$ cat src/rtl/cdb_writeback_if.sv
// Bundle of the three functional-unit result ports and the common data bus.
// The master side belongs to the producers of results and the consumers of
// the broadcast; the slave side belongs to the writeback stage.
interface cdb_writeback_if #(
    parameter int DATA_W = 16,
    parameter int TAG_W  = 3
);
    logic              f0_valid;
    logic              f1_valid;
    logic              f3_valid;
    logic [TAG_W-1:0]  f0_tag;
    logic [TAG_W-1:0]  f1_tag;
    logic [TAG_W-1:0]  f3_tag;
    logic [DATA_W-1:0] f0_value;
    logic [DATA_W-1:0] f1_value;
    logic [DATA_W-1:0] f3_value;
    logic              f0_ready;
    logic              f1_ready;
    logic              f3_ready;
    logic              cdb_valid;
    logic [TAG_W-1:0]  cdb_tag;
    logic [DATA_W-1:0] cdb_value;
    logic [1:0]        cdb_src;
    logic              f0_release;
    logic              f1_release;
    logic              f3_release;
    logic [7:0]        cdb_count;

    modport master (
        output f0_valid, f1_valid, f3_valid,
        output f0_tag, f1_tag, f3_tag,
        output f0_value, f1_value, f3_value,
        input  f0_ready, f1_ready, f3_ready,
        input  cdb_valid, cdb_tag, cdb_value, cdb_src,
        input  f0_release, f1_release, f3_release,
        input  cdb_count
    );

    modport slave (
        input  f0_valid, f1_valid, f3_valid,
        input  f0_tag, f1_tag, f3_tag,
        input  f0_value, f1_value, f3_value,
        output f0_ready, f1_ready, f3_ready,
        output cdb_valid, cdb_tag, cdb_value, cdb_src,
        output f0_release, f1_release, f3_release,
        output cdb_count
    );
endinterface

$ cat src/rtl/cdb_writeback.sv
// Common-data-bus writeback stage. Each functional unit (F0, F1, F3) owns a
// one-entry result buffer; a round-robin arbiter picks one full buffer per
// clock and broadcasts it on registered CDB outputs with a release strobe.
// Internal index 0/1/2 corresponds to F0/F1/F3 and equals the cdb_src code.
module cdb_writeback #(
    parameter int DATA_W = 16,
    parameter int TAG_W  = 3
) (
    input  logic          clk,
    input  logic          rst,
    cdb_writeback_if.slave bus
);
    localparam int NSRC = 3;

    logic [NSRC-1:0]   in_valid;
    logic [TAG_W-1:0]  in_tag   [NSRC];
    logic [DATA_W-1:0] in_value [NSRC];

    logic [NSRC-1:0]   buf_full_reg;
    logic [TAG_W-1:0]  buf_tag_reg   [NSRC];
    logic [DATA_W-1:0] buf_value_reg [NSRC];

    logic [1:0]        rr_reg;
    logic [1:0]        rr_next;
    logic [1:0]        rr_eff;
    logic [1:0]        cand [NSRC];
    logic              grant_any;
    logic [1:0]        grant_idx;
    logic [NSRC-1:0]   grant;
    logic [NSRC-1:0]   ready;

    logic              cdb_valid_reg;
    logic [TAG_W-1:0]  cdb_tag_reg;
    logic [DATA_W-1:0] cdb_value_reg;
    logic [1:0]        cdb_src_reg;
    logic [NSRC-1:0]   release_reg;
    logic [7:0]        cdb_count_reg;

    assign in_valid    = {bus.f3_valid, bus.f1_valid, bus.f0_valid};
    assign in_tag[0]   = bus.f0_tag;
    assign in_tag[1]   = bus.f1_tag;
    assign in_tag[2]   = bus.f3_tag;
    assign in_value[0] = bus.f0_value;
    assign in_value[1] = bus.f1_value;
    assign in_value[2] = bus.f3_value;

    // The pointer value 3 cannot be reached; it is folded onto 0 for safety.
    assign rr_eff  = (rr_reg == 2'd3) ? 2'd0 : rr_reg;
    assign cand[0] = rr_eff;
    assign cand[1] = (rr_eff == 2'd2) ? 2'd0 : rr_eff + 2'd1;
    assign cand[2] = (rr_eff == 2'd0) ? 2'd2 : rr_eff - 2'd1;

    // Round-robin search: first full buffer in order rr, rr+1, rr+2 wins.
    always_comb begin
        grant_any = 1'b0;
        grant_idx = 2'd0;
        for (int k = 0; k < NSRC; k++) begin
            if (!grant_any && buf_full_reg[cand[k]]) begin
                grant_any = 1'b1;
                grant_idx = cand[k];
            end
        end
        grant   = grant_any ? (3'b001 << grant_idx) : 3'b000;
        rr_next = rr_reg;
        if (grant_any) begin
            rr_next = (grant_idx == 2'd2) ? 2'd0 : grant_idx + 2'd1;
        end
    end

    generate
        for (genvar gi = 0; gi < NSRC; gi++) begin : g_buf
            // A draining buffer may refill on the same edge, keeping one
            // result per cycle flowing from a single unit.
            assign ready[gi] = !rst && (!buf_full_reg[gi] || grant[gi]);

            // Per-unit result buffer: load on accept, clear when broadcast.
            always_ff @(posedge clk) begin
                if (rst) begin
                    buf_full_reg[gi]  <= 1'b0;
                    buf_tag_reg[gi]   <= '0;
                    buf_value_reg[gi] <= '0;
                end else if (in_valid[gi] && ready[gi]) begin
                    buf_full_reg[gi]  <= 1'b1;
                    buf_tag_reg[gi]   <= in_tag[gi];
                    buf_value_reg[gi] <= in_value[gi];
                end else if (grant[gi]) begin
                    buf_full_reg[gi]  <= 1'b0;
                end
            end
        end
    endgenerate

    // Arbiter pointer and registered CDB broadcast; payload holds when idle.
    always_ff @(posedge clk) begin
        if (rst) begin
            rr_reg        <= 2'd0;
            cdb_valid_reg <= 1'b0;
            cdb_tag_reg   <= '0;
            cdb_value_reg <= '0;
            cdb_src_reg   <= 2'd0;
            release_reg   <= '0;
            cdb_count_reg <= 8'd0;
        end else begin
            rr_reg        <= rr_next;
            cdb_valid_reg <= grant_any;
            release_reg   <= grant;
            if (grant_any) begin
                cdb_tag_reg   <= buf_tag_reg[grant_idx];
                cdb_value_reg <= buf_value_reg[grant_idx];
                cdb_src_reg   <= grant_idx;
                cdb_count_reg <= cdb_count_reg + 8'd1;
            end
        end
    end

    assign bus.f0_ready   = ready[0];
    assign bus.f1_ready   = ready[1];
    assign bus.f3_ready   = ready[2];
    assign bus.cdb_valid  = cdb_valid_reg;
    assign bus.cdb_tag    = cdb_tag_reg;
    assign bus.cdb_value  = cdb_value_reg;
    assign bus.cdb_src    = cdb_src_reg;
    assign bus.f0_release = release_reg[0];
    assign bus.f1_release = release_reg[1];
    assign bus.f3_release = release_reg[2];
    assign bus.cdb_count  = cdb_count_reg;
endmodule
$ cat src/flat_wrapper.sv
// flat-port wrapper written by rule: the top's interface ports become plain ports
module cdb_writeback_flat 
#(
    parameter int DATA_W = 16,
    parameter int TAG_W  = 3
)
  (clk, rst, bus_f0_valid, bus_f1_valid, bus_f3_valid, bus_f0_tag, bus_f1_tag, bus_f3_tag, bus_f0_value, bus_f1_value, bus_f3_value, bus_f0_ready, bus_f1_ready, bus_f3_ready, bus_cdb_valid, bus_cdb_tag, bus_cdb_value, bus_cdb_src, bus_f0_release, bus_f1_release, bus_f3_release, bus_cdb_count);
  cdb_writeback_if #(.DATA_W(DATA_W), .TAG_W(TAG_W)) bus_i ();
  input  logic clk;
  input  logic rst;
  input wire logic [$bits(bus_i.f0_valid)-1:0] bus_f0_valid;
  input wire logic [$bits(bus_i.f1_valid)-1:0] bus_f1_valid;
  input wire logic [$bits(bus_i.f3_valid)-1:0] bus_f3_valid;
  input wire logic [$bits(bus_i.f0_tag)-1:0] bus_f0_tag;
  input wire logic [$bits(bus_i.f1_tag)-1:0] bus_f1_tag;
  input wire logic [$bits(bus_i.f3_tag)-1:0] bus_f3_tag;
  input wire logic [$bits(bus_i.f0_value)-1:0] bus_f0_value;
  input wire logic [$bits(bus_i.f1_value)-1:0] bus_f1_value;
  input wire logic [$bits(bus_i.f3_value)-1:0] bus_f3_value;
  output wire logic [$bits(bus_i.f0_ready)-1:0] bus_f0_ready;
  output wire logic [$bits(bus_i.f1_ready)-1:0] bus_f1_ready;
  output wire logic [$bits(bus_i.f3_ready)-1:0] bus_f3_ready;
  output wire logic [$bits(bus_i.cdb_valid)-1:0] bus_cdb_valid;
  output wire logic [$bits(bus_i.cdb_tag)-1:0] bus_cdb_tag;
  output wire logic [$bits(bus_i.cdb_value)-1:0] bus_cdb_value;
  output wire logic [$bits(bus_i.cdb_src)-1:0] bus_cdb_src;
  output wire logic [$bits(bus_i.f0_release)-1:0] bus_f0_release;
  output wire logic [$bits(bus_i.f1_release)-1:0] bus_f1_release;
  output wire logic [$bits(bus_i.f3_release)-1:0] bus_f3_release;
  output wire logic [$bits(bus_i.cdb_count)-1:0] bus_cdb_count;
  assign bus_i.f0_valid = bus_f0_valid;
  assign bus_i.f1_valid = bus_f1_valid;
  assign bus_i.f3_valid = bus_f3_valid;
  assign bus_i.f0_tag = bus_f0_tag;
  assign bus_i.f1_tag = bus_f1_tag;
  assign bus_i.f3_tag = bus_f3_tag;
  assign bus_i.f0_value = bus_f0_value;
  assign bus_i.f1_value = bus_f1_value;
  assign bus_i.f3_value = bus_f3_value;
  assign bus_f0_ready = bus_i.f0_ready;
  assign bus_f1_ready = bus_i.f1_ready;
  assign bus_f3_ready = bus_i.f3_ready;
  assign bus_cdb_valid = bus_i.cdb_valid;
  assign bus_cdb_tag = bus_i.cdb_tag;
  assign bus_cdb_value = bus_i.cdb_value;
  assign bus_cdb_src = bus_i.cdb_src;
  assign bus_f0_release = bus_i.f0_release;
  assign bus_f1_release = bus_i.f1_release;
  assign bus_f3_release = bus_i.f3_release;
  assign bus_cdb_count = bus_i.cdb_count;
  cdb_writeback #(.DATA_W(DATA_W), .TAG_W(TAG_W)) u_core (.clk(clk), .rst(rst), .bus(bus_i));
endmodule
$ cat config.mk
export PLATFORM = sky130hd
export DESIGN_NAME = cdb_writeback_flat
export DESIGN_NICKNAME = d
export VERILOG_FILES = /design/src/rtl/cdb_writeback_if.sv /design/src/rtl/cdb_writeback.sv /design/src/flat_wrapper.sv
export SDC_FILE = /design/constraint.sdc
export NUM_CORES = 1
export LEC_CHECK = 0
export BUFFER_PORTS_ARGS = -buffer_cell sky130_fd_sc_hd__buf_2
export CORE_MARGIN = 2
export CORE_UTILIZATION = 58
export DETAILED_ROUTE_END_ITERATION = 8
export PLACE_DENSITY = 0.85
export RECOVER_POWER = 100
export SETUP_SLACK_MARGIN = 0.15
export SYNTH_ARGS = -nofsm -noshare
export SYNTH_HDL_FRONTEND = slang
export SYNTH_SLANG_ARGS = --single-unit
$ cat constraint.sdc
create_clock -name clk -period 5.1 [get_ports clk]
set_input_delay 1.53 -clock clk [delete_from_list [all_inputs] [get_ports clk]]
set_output_delay 1.53 -clock clk [all_outputs]
set_load 0.05 [all_outputs]
==> results of run 1 <==
worst min-delay path by stage:
| stage | startpoint | to | slack [ns] | depth (start not counted) |
|---|---|---|---|---|
| floorplan | u_core.rr_reg[0]$_SDFFE_PP0P_ | u_core.rr_reg[0]$_SDFFE_PP0P_ | 0.47 | 2 |
| global placement | u_core.bus.cdb_src[1]$_SDFFE_PP0P_ | u_core.bus.cdb_src[1]$_SDFFE_PP0P_ | 0.46 | 2 |
| detailed placement | u_core.bus.cdb_value[0]$_SDFFE_PP0P_ | u_core.bus.cdb_value[0]$_SDFFE_PP0P_ | 0.49 | 2 |
| CTS | u_core.buf_value_reg[2][1]$_SDFFCE_PN0P_ | u_core.bus.cdb_value[1]$_SDFFE_PP0P_ | 0.51 | 2 |
| global route | u_core.buf_value_reg[2][1]$_SDFFCE_PN0P_ | u_core.bus.cdb_value[1]$_SDFFE_PP0P_ | 0.52 | 2 |
| finish | u_core.rr_reg[0]$_SDFFE_PP0P_ | u_core.rr_reg[0]$_SDFFE_PP0P_ | 0.51 | 2 |
worst max-delay path, delay by kind of cell (launching register included):
family / cells / cell delay (ns)
buffers and inverters: 4 / 0.81
and+or+nand+nor: 2 / 0.38
DFF: 1 / 0.39
AOI/OAI and AO/OA: 3 / 0.69
adders and majority gates: 1 / 0.45
layer usage:
metal | up-vias | routed length, um | global-route usage
met4 | 0 | 113 | 0.0606
met1 | 1532 | 4320 | 0.328
met5 | - | 0 | 0
li1 | 1553 | - | -
met2 | 129 | 4530 | 0.373
met3 | 11 | 659 | 0.0589
cell type report:
class / instances / share of cell area
clock buffer: 9 / 0.0246
clock inverter: 7 / 0.0119
inverter: 7 / 0.00522
multi-input combinational: 252 / 0.347
sequential: 95 / 0.491
tap: 99 / 0.0246
timing repair buffer: 104 / 0.0952
report_power, final:
group	total, W	internal, W	switching [W]	leakage, nW
Clock	0.000465	0.000187	0.000278	0.0901
Combinational	0.00122	0.000329	0.000890	0.994
Sequential	0.00109	0.00100	0.0000884	0.931
synthesized netlist by cell type, drive strengths merged (2+ instances only):
master / n / area share
a21o: 3 / 0.0051
a21oi: 8 / 0.0099
and2: 20 / 0.028
buf: 15 / 0.024
clkbuf: 14 / 0.012
dfxtp: 38 / 0.17
edfxtp: 57 / 0.39
ha: 5 / 0.014
inv: 7 / 0.0059
mux2i: 25 / 0.060
nand2: 28 / 0.024
nand2b: 6 / 0.0084
nand3b: 38 / 0.064
nor2: 38 / 0.032
nor3: 5 / 0.0068
nor3b: 20 / 0.034
nor4: 3 / 0.0042
o211ai: 18 / 0.041
o22ai: 2 / 0.0028
o31a: 2 / 0.0039
o31ai: 6 / 0.013
or3: 2 / 0.0028
xor2: 6 / 0.012
per-stage QoR:
step | std cells | setup WS [ns] | area (um^2)
6_report | 573 | 0.484 | 5030
3_3_place_gp | 557 | 1.05 | 4950
4_1_cts | 573 | 0.501 | 5140
2_1_floorplan | 383 | 0.898 | 4450
3_5_place_dp | 557 | 0.913 | 4950
5_1_grt | 573 | 0.268 | 5030
logic make-up after synthesis:
group	count (synthesis)	share of synthesized area
multiplexers	25	0.0599
XOR/XNOR	6	0.0118
buffers and inverters	36	0.0417
AO/OA/AOI/OAI	51	0.105
adder cells (fa/ha/maj)	5	0.0141
AND/OR/NAND/NOR	165	0.211
flip-flops	95	0.556
==> results by group, run 1 <==
Route
  – Average routed wire per standard cell: 16.8 um
  – Vias per inst: 5.63
  – DRT iter0 DRCs: 187
  – Final wirelength: 9620 um
  – Via count: 3225
  – Router iterations before antenna repair: 5
  – Routed Antenna Nets: 0
  – Drc violations: 0

Synth
  – Synth Instances: 383
  – Synth Register Bits: 95
  – Post-synth net total: 450
  – Syn Std Cell Area: 4450 um^2
  – Mean post-synth cell area: 11.6 um^2
  – FFs w/ async S/R, synth: 0
  – Main synth FF type: edfxtp_1
  – EDFF count, synth: 57
  – Library cells used by synthesis: 49
  – Register area share after synthesis: 0.556
  – Yosys warnings: 0

CTS
  – CTS tree: done
  – Worst-path clk slew: 0.09 ns
  – Number of buffers created by CTS: 9
  – Total setup buffers inserted after CTS: 0
  – Root Driver: clkbuf_8
  – Hold Buf Count CTS: 0
  – CTS H-tree depth: 3
  – CTS Buffer Depth: 2
  – Clock sinks: 95
  – Cts repair resizes: 0
  – Skew-Pair Late Insertion Delay: 0.36 ns

Cells and area
  – Nets: 536
  – Sequential cell area: 2470 um^2
  – Filler cell count: 571
  – Multi-input logic area: 1750 um^2
  – Antenna cells: 0
  – Most frequent cells in the layout: 62 x buf_2, 57 x edfxtp_1, 39 x clkbuf_1
  – Largest register FFs: 48
  – Share of layout cells above drive strength 1: 0.198
  – Util after Layout: 0.686
  – Most common cell after layout, fill and taps aside: buf_2
  – Layout area overhead: 13.2%

Timing
  – Final setup viols: 0
  – Final TNS setup: 0 ns
  – Final period util: 0.905
  – Hold Fails Final Rpt: 0
  – Hold WS: 0.507 ns
  – Max_slew headroom: 0.0374
  – Slew Viols, Final: 0
  – Clock skew: 0.0141 ns
  – Tmin final: 4.62 ns
  – Peak Freq: 217 MHz
  – RSZ-0062 raised after global routing: false
  – Worst Max-Slew Pin Slew: 1.44 ns

Worst setup path
  – Worst reg-to-reg path cell count: 8
  – Worst EP required: 3.57 ns
  – Worst-path cell chain: inv_1 > ha_1 > or2_0 > a32oi_1 > o31ai_4 > buf_4 > o21a_1 > buf_4 > nor2_1 > buf_2
  – CP max FO: 24
  – Arrival time worst endpoint: 3.09 ns
  – Critical Path Sink Type: output pin
  – FF-to-FF Start: u_core.rr_reg[1]$_SDFFE_PP0P_
  – R2R setup slack: 1.14 ns
  – Worst reg2reg endpoint: u_core.buf_value_reg[1][0]$_SDFFCE_PN0P_
  – Critical-path top delay cell: ha_1
  – Crit Path Category: register to output pin
  – CP endpoint: bus_f1_ready
  – Crit path from: u_core.rr_reg[0]$_SDFFE_PP0P_
  – Most frequent CP cell: buf_4
  – CP startpoint kind: register
  – Crit path largest cell delay: 0.45 ns

Place
  – GP Congestion: 0.810
  – Buffers added on ports: 97
  – Detailed placement HPWL: 6590 um

Floorplanning
  – DIE HEIGHT: 91.6 um
  – Die area: 8380 um^2
  – Chip width: 91.6 um
  – Core area: 7330 um^2
  – Row cnt: 31
  – Boundary pin count: 98
  – Starting density of the core: 0.606

Global routing
  – Total GRT Usage: 0.236
  – First-pass GRT wire length: 15400 um
  – Largest net degree at the start of global routing: 42
  – Initial antenna violation count: 0
  – Vias in the first global route: 3083
  – Grt total ovfl: 0

Pwr
  – VDD IR max: 0.251 mV
  – Static Leak: 2.01 nW
  – Power Dens Cells: 551 nW/um^2
  – Final Power: 0.00277 W

Run
  – Total of max-cap violations: 0

Hold path
  – Hold crit path type: register to register

Status
  – Outcome: completed
No activity file was read; power rests on OpenSTA's default activity.
==> run 2, diff against run 1 <==
--- a/config.mk
+++ b/config.mk
@@ -5,11 +5,11 @@
 export SDC_FILE = /design/constraint.sdc
 export NUM_CORES = 1
 export LEC_CHECK = 0
+export ABC_CLOCK_PERIOD_IN_PS = 4800
 export BUFFER_PORTS_ARGS = -buffer_cell sky130_fd_sc_hd__buf_2
 export CORE_MARGIN = 2
-export CORE_UTILIZATION = 58
+export CORE_UTILIZATION = 30
 export DETAILED_ROUTE_END_ITERATION = 8
-export PLACE_DENSITY = 0.85
 export RECOVER_POWER = 100
 export SETUP_SLACK_MARGIN = 0.15
 export SYNTH_ARGS = -nofsm -noshare
==> constraint.sdc (replaced) <==
create_clock -name clk -period 4.8 [get_ports clk]
set_input_delay 1.44 -clock clk [delete_from_list [all_inputs] [get_ports clk]]
set_output_delay 1.44 -clock clk [all_outputs]
set_load 0.05 [all_outputs]
==> run 2 against run 1 <==
Compared with the run above:
- the flow now finishes with violations (max-capacitance violations, max-slew violations)
- wire length is 14% higher
- clock-buffer cell count rose by 2
- power rose by 18%
- final cell count is 15% higher
- non-clock buffer count is 1 higher
- via count shrank 0.40%
- clock power up 78%
- register-to-register slack worse by 0.26 ns
- global-route usage decreased by 9.6 points
- final area increased by 4.9%
- worst setup slack got worse by 0.027 ns
- largest power group unchanged
- highest routed layer unchanged
==> results by group, run 2 (synthesis results as in run 1) <==
Route
  – Average routed wire per standard cell: 16.7 um
  – DRT iter0 DRCs: 174
  – WL met1: 4630 um
  – Drc violations: 0
  – Met3 wire len: 778 um
  – Met2 wire len: 5410 um
  – Via count: 3212
  – Vias per inst: 4.87
  – Routed Antenna Nets: 0
  – Final wirelength: 11000 um
  – Router iterations before antenna repair: 4
  – Uppermost layer routed: met4

Status
  – Outcome: finished, violations left
  – Failing checks: max-capacitance violations, max-slew violations

Timing
  – Final period util: 0.905
  – Hold Fails Final Rpt: 0
  – Hold WS: 0.497 ns
  – Final setup viols: 0
  – Tmin final: 4.34 ns
  – Worst Max-Slew Pin Slew: 1.59 ns
  – Final TNS setup: 0 ns
  – Clock skew: 0.00819 ns
  – RSZ-0062 raised after global routing: false
  – Slew Viols, Final: 51
  – Max_slew headroom: -0.0571
  – Peak Freq: 230 MHz

Pwr
  – Final Power: 0.00328 W
  – NetSw: 0.00135 W
  – Power share of the clock group: 0.253
  – Switching Share: 0.412
  – Sequential Power Share: 0.356
  – VDD IR max: 0.500 mV
  – Static Leak: 2.05 nW
  – Comb pwr share: 0.392
  – Power Dens Cells: 621 nW/um^2
  – Pint: 0.00193 W

Global routing
  – Grt total ovfl: 0
  – Initial antenna violation count: 0
  – First-pass GRT wire length: 17300 um
  – Vias in the first global route: 3281
  – Largest net degree at the start of global routing: 51
  – Total GRT Usage: 0.141

Floorplanning
  – DIE HEIGHT: 126 um
  – Row cnt: 44
  – Core area: 14500 um^2
  – Boundary pin count: 98
  – Die area: 15800 um^2
  – Starting density of the core: 0.307
  – Chip width: 126 um

Cells and area
  – Layout area overhead: 18.7%
  – Non-filler cells, final: 659
  – Antenna cells: 0
  – Share of layout cells above drive strength 1: 0.177
  – Sequential cell area: 2470 um^2
  – Most frequent cells in the layout: 61 x buf_2, 57 x edfxtp_1, 41 x clkbuf_1
  – Post-layout instance area: 5280 um^2
  – Most common cell after layout, fill and taps aside: buf_2
  – Filler cell count: 1481
  – Multi-input logic area: 1720 um^2
  – Nets: 537
  – Largest register FFs: 48

Worst setup path
  – Arrival time worst endpoint: 2.90 ns
  – Worst EP required: 3.36 ns
  – CP startpoint kind: register
  – FF-to-FF Start: u_core.rr_reg[1]$_SDFFE_PP0P_
  – CP max FO: 12
  – Worst reg2reg endpoint: u_core.buf_tag_reg[1][0]$_SDFFCE_PN0P_
  – Critical Path Sink Type: output pin
  – R2R setup slack: 0.88 ns
  – Worst reg-to-reg path cell count: 8
  – Crit Path Category: register to output pin

Hold path
  – Hold depth: 2
  – Hold_sp: u_core.rr_reg[0]$_SDFFE_PP0P_
  – Hold crit path type: register to register
  – Worst Hold Path EP: u_core.rr_reg[0]$_SDFFE_PP0P_

Place
  – Buffers added on ports: 97
  – GP Congestion: 0.820
  – Placed cell area: 5070 um^2
  – Detailed placement HPWL: 7730 um
  – Cells after DPL: 643

Run
  – Total of max-cap violations: 1

CTS
  – CTS Buffer Depth: 2
  – Total setup buffers inserted after CTS: 0
  – Clock sinks: 95
  – CTS H-tree depth: 3
  – Cts repair resizes: 0
  – Skew-Pair Late Insertion Delay: 0.34 ns
  – Worst-path clk slew: 0.06 ns
  – Hold Buf Count CTS: 0
  – CTS tree: done
  – Root Driver: clkbuf_16
  – Number of buffers created by CTS: 9
-- run 2: stage by stage --
stage | worst slack [ns] | util
3_5_place_dp | 1.00 | 0.350
3_3_place_gp | 1.05 | 0.350
4_1_cts | 0.618 | 0.374
6_report | 0.457 | 0.365
2_1_floorplan | 0.778 | -
5_1_grt | 0.260 | 0.365
-- run 2: cell type report --
cell class | count | area share
Sequential cell | 95 | 0.468
Multi-Input combinational cell | 252 | 0.326
Timing Repair Buffer | 105 | 0.0915
Clock buffer | 11 | 0.0460
Tap cell | 184 | 0.0436
Clock inverter | 5 | 0.0199
Inverter | 7 | 0.00498
-- run 2: per-layer routing --
layer	track usage	up-vias
li1	-	1547
met1	0.182	1546
met2	0.231	109
met3	0.0421	10
met4	0.0368	0
met5	0	-
-- run 2: power groups by stage --
| stage | sequential (W) | combinational, W | clock [W] |
|---|---|---|---|
| floorplan | 0.00149 | 0.000738 | 0 |
| global placement | 0.00117 | 0.00136 | 0 |
| detailed placement | 0.00118 | 0.00139 | 0 |
| CTS | 0.00116 | 0.00139 | 0.000842 |
| global route | 0.00119 | 0.00138 | 0.000879 |
| finish | 0.00117 | 0.00128 | 0.000828 |
-- run 2: worst max-delay path by stage --
| stage | start | endpoint | slack [ns] | cells after the start |
|---|---|---|---|---|
| 3_3_place_gp | u_core.rr_reg[0]$_SDFFE_PP0P_ | bus_f1_ready | 1.05 | 9 |
| 3_5_place_dp | u_core.rr_reg[0]$_SDFFE_PP0P_ | bus_f1_ready | 1.00 | 9 |
| 6_report | u_core.rr_reg[0]$_SDFFE_PP0P_ | bus_f0_ready | 0.46 | 8 |
| 5_1_grt | u_core.rr_reg[1]$_SDFFE_PP0P_ | bus_f0_ready | 0.26 | 8 |
| 4_1_cts | u_core.rr_reg[0]$_SDFFE_PP0P_ | bus_f1_ready | 0.62 | 9 |
| 2_1_floorplan | rst | bus_f3_ready | 0.78 | 3 |
-- run 2: worst max-delay path, cell delays in order (launching register included) --
cell	delay [ns]
dfxtp_1	0.37
inv_1	0.08
ha_1	0.45
or2_1	0.28
a32oi_1	0.25
o31ai_1	0.16
o31a_1	0.35
nor2_1	0.12
clkbuf_1	0.48
==> run 3, diff against run 2 <==
--- a/config.mk
+++ b/config.mk
@@ -5,6 +5,7 @@
 export SDC_FILE = /design/constraint.sdc
 export NUM_CORES = 1
 export LEC_CHECK = 0
+export ABC_AREA = 1
 export ABC_CLOCK_PERIOD_IN_PS = 4800
 export BUFFER_PORTS_ARGS = -buffer_cell sky130_fd_sc_hd__buf_2
 export CORE_MARGIN = 2
==> run 3 against run 2 <==
Compared with the run above:
- the run now ends clean
- wire length shrank 12%
- via count is 0.72% lower
- clock power shrank 14%
- fmax rose by 2.1%
- worst setup slack improved by 0.088 ns
- synthesized area is 2.8% lower
- sequential cell count is the same
- critical endpoint is now bus_f1_ready
==> results by group, run 3 <==
Run
  – Total of max-cap violations: 0

Worst setup path
  – Crit Path Category: register to output pin
  – CP endpoint: bus_f1_ready
  – Worst reg2reg endpoint: u_core.buf_value_reg[2][3]$_SDFFCE_PN0P_
  – Most frequent CP cell: nand2_1
  – Worst reg-to-reg path cell count: 15
  – Worst EP required: 3.36 ns
  – FF-to-FF Start: u_core.rr_reg[0]$_SDFFE_PP0P_
  – Critical Path Sink Type: output pin
  – Arrival time worst endpoint: 2.82 ns
  – Crit path from: u_core.rr_reg[0]$_SDFFE_PP0P_
  – CP max FO: 8
  – Crit path largest cell delay: 0.49 ns
  – CP startpoint kind: register
  – Worst-path cell chain: inv_1 > ha_1 > inv_1 > nand2_1 > nand3_1 > nand2_1 > nand4_1 > nand2_1 > inv_4 > nand2_1 > a21oi_1 > clkbuf_1
  – Critical-path top delay cell: clkbuf_1
  – R2R setup slack: 1.56 ns

Place
  – Detailed placement HPWL: 7390 um
  – Buffers added on ports: 97
  – GP Congestion: 0.821

Cells and area
  – Multi-input logic area: 1210 um^2
  – Share of layout cells above drive strength 1: 0.178
  – Layout area overhead: 17.7%
  – Largest register FFs: 48
  – Nets: 625
  – Filler cell count: 1474
  – Antenna cells: 0
  – Sequential cell area: 2470 um^2
  – Most common cell after layout, fill and taps aside: inv_1
  – Most frequent cells in the layout: 105 x inv_1, 72 x nand2_1, 63 x nor2_1, 61 x buf_2, 57 x edfxtp_1

Pwr
  – Sequential Power Share: 0.358
  – Pint: 0.00180 W
  – Power share of the clock group: 0.223
  – Power Dens Cells: 624 nW/um^2
  – Static Leak: 2.41 nW
  – NetSw: 0.00138 W
  – Switching Share: 0.434
  – VDD IR max: 0.230 mV
  – Final Power: 0.00318 W
  – Comb pwr share: 0.419

CTS
  – Number of buffers created by CTS: 9
  – Worst-path clk slew: 0.07 ns
  – Skew-Pair Late Insertion Delay: 0.34 ns
  – Total setup buffers inserted after CTS: 0
  – CTS H-tree depth: 3
  – Hold Buf Count CTS: 0
  – CTS Buffer Depth: 2
  – Clock sinks: 95
  – Root Driver: clkbuf_16
  – CTS tree: done
  – Cts repair resizes: 0

Route
  – Router iterations before antenna repair: 4
  – Final wirelength: 9710 um
  – Average routed wire per standard cell: 13.1 um
  – Drc violations: 0
  – DRT iter0 DRCs: 253
  – Vias per inst: 4.29
  – Via count: 3189
  – Routed Antenna Nets: 0

Timing
  – Final TNS setup: 0 ns
  – RSZ-0062 raised after global routing: false
  – Worst Max-Slew Pin Slew: 1.17 ns
  – Clock skew: 0.00650 ns
  – Slew Viols, Final: 0
  – Final period util: 0.886
  – Peak Freq: 235 MHz
  – Max_slew headroom: 0.220
  – Final setup viols: 0
  – Tmin final: 4.26 ns
  – Hold Fails Final Rpt: 0

Synth
  – FFs w/ async S/R, synth: 0
  – Top cells by count, synth: 104 x inv_1, 67 x nand2_1, 57 x edfxtp_1
  – Synth Register Bits: 95
  – Yosys warnings: 0
  – Main synth FF type: edfxtp_1
  – Top-count cell post-synth: inv_1
  – Synth area leader: edfxtp_1
  – Library cells used by synthesis: 32
  – Top post-synthesis cells by area: edfxtp_1 40%, dfxtp_1 18%, inv_1 9.0%
  – Synth Instances: 460
  – Post-synth net total: 527
  – Yosys top cell area share: 0.396
  – Syn Std Cell Area: 4320 um^2
  – Mean post-synth cell area: 9.39 um^2
  – Register area share after synthesis: 0.572
  – EDFF count, synth: 57

Floorplanning
  – Row cnt: 43
  – Die area: 15400 um^2
  – DIE HEIGHT: 124 um
  – Boundary pin count: 98
  – Chip width: 124 um
  – Starting density of the core: 0.309
  – Core area: 14000 um^2

Global routing
  – Grt total ovfl: 0
  – First-pass GRT wire length: 15600 um
  – Vias in the first global route: 3164
  – Total GRT Usage: 0.134
  – Initial antenna violation count: 0
  – Largest net degree at the start of global routing: 38

Status
  – Outcome: completed

Hold path
  – Hold crit path type: register to register
[run 3: changes by cell type after synthesis, moves of 19 or more]
cell / delta
mux2i_1: -23
nand2_1: +39
inv_1: +97
nor3b_1: -20
nand3b_1: -38
and2_1: -19
nor2_2: +29
[run 3: stage by stage]
stage	cells	setup slack [ns]	util	hold slack (ns)	area [um^2]
finish	743	0.545	0.364	0.455	5090
global route	743	0.331	0.364	0.485	5090
CTS	743	0.737	0.374	0.458	5240
detailed placement	727	1.13	0.353	0.443	4940
global placement	727	1.20	0.353	0.443	4940
floorplan	460	0.957	-	0.432	4320
[run 3: how the worst min path moves through the flow]
| stage | start | to | slack, ns | cells after the start |
|---|---|---|---|---|
| finish | u_core.buf_value_reg[2][15]$_SDFFCE_PN0P_ | u_core.bus.cdb_value[15]$_SDFFE_PP0P_ | 0.45 | 2 |
| global route | u_core.buf_value_reg[2][2]$_SDFFCE_PN0P_ | u_core.bus.cdb_value[2]$_SDFFE_PP0P_ | 0.49 | 2 |
| CTS | u_core.buf_value_reg[2][15]$_SDFFCE_PN0P_ | u_core.bus.cdb_value[15]$_SDFFE_PP0P_ | 0.46 | 2 |
| detailed placement | u_core.buf_value_reg[2][15]$_SDFFCE_PN0P_ | u_core.bus.cdb_value[15]$_SDFFE_PP0P_ | 0.44 | 2 |
| global placement | u_core.buf_value_reg[2][12]$_SDFFCE_PN0P_ | u_core.bus.cdb_value[12]$_SDFFE_PP0P_ | 0.44 | 2 |
| floorplan | u_core.buf_value_reg[2][10]$_SDFFCE_PN0P_ | u_core.bus.cdb_value[10]$_SDFFE_PP0P_ | 0.43 | 2 |
[run 3: kinds of logic (layout without fill, tap and decap cells)]
group	after synthesis	count (layout)	share of synthesized area
compound gates	65	65	0.0976
buf+inv	123	226	0.125
fa+ha+maj	5	5	0.0145
flops	95	95	0.572
simple gates	172	172	0.191
[run 3: power groups by stage]
stage,Clock (W),Sequential [W],Combinational (W)
3_3_place_gp,0,0.00114,0.00139
3_5_place_dp,0,0.00115,0.00142
5_1_grt,0.000766,0.00115,0.00150
6_report,0.000708,0.00114,0.00133
2_1_floorplan,0,0.00140,0.000912
4_1_cts,0.000731,0.00113,0.00143
[run 3: layer usage]
layer	wire [um]	vias up	track usage
li1	-	1657	-
met1	4470	1429	0.182
met2	4450	92	0.207
met3	667	11	0.0275
met4	126	0	0.0562
met5	0	-	0
[run 3: area by class of cell]
cell class,count,share of cell area
inverters,108,0.0802
clock buffers,10,0.0470
multi-input cells,242,0.237
clock inverters,6,0.0118
well taps,180,0.0443
flip-flops and latches,95,0.486
repair buffers,102,0.0932
[run 3: worst max-delay path: cells and delay by family (launching register included)]
family          cells  cell delay, ns
compound gates      1            0.16
fa+ha+maj           1            0.40
buf+inv             4            0.85
flops               1            0.37
simple gates        6            0.70
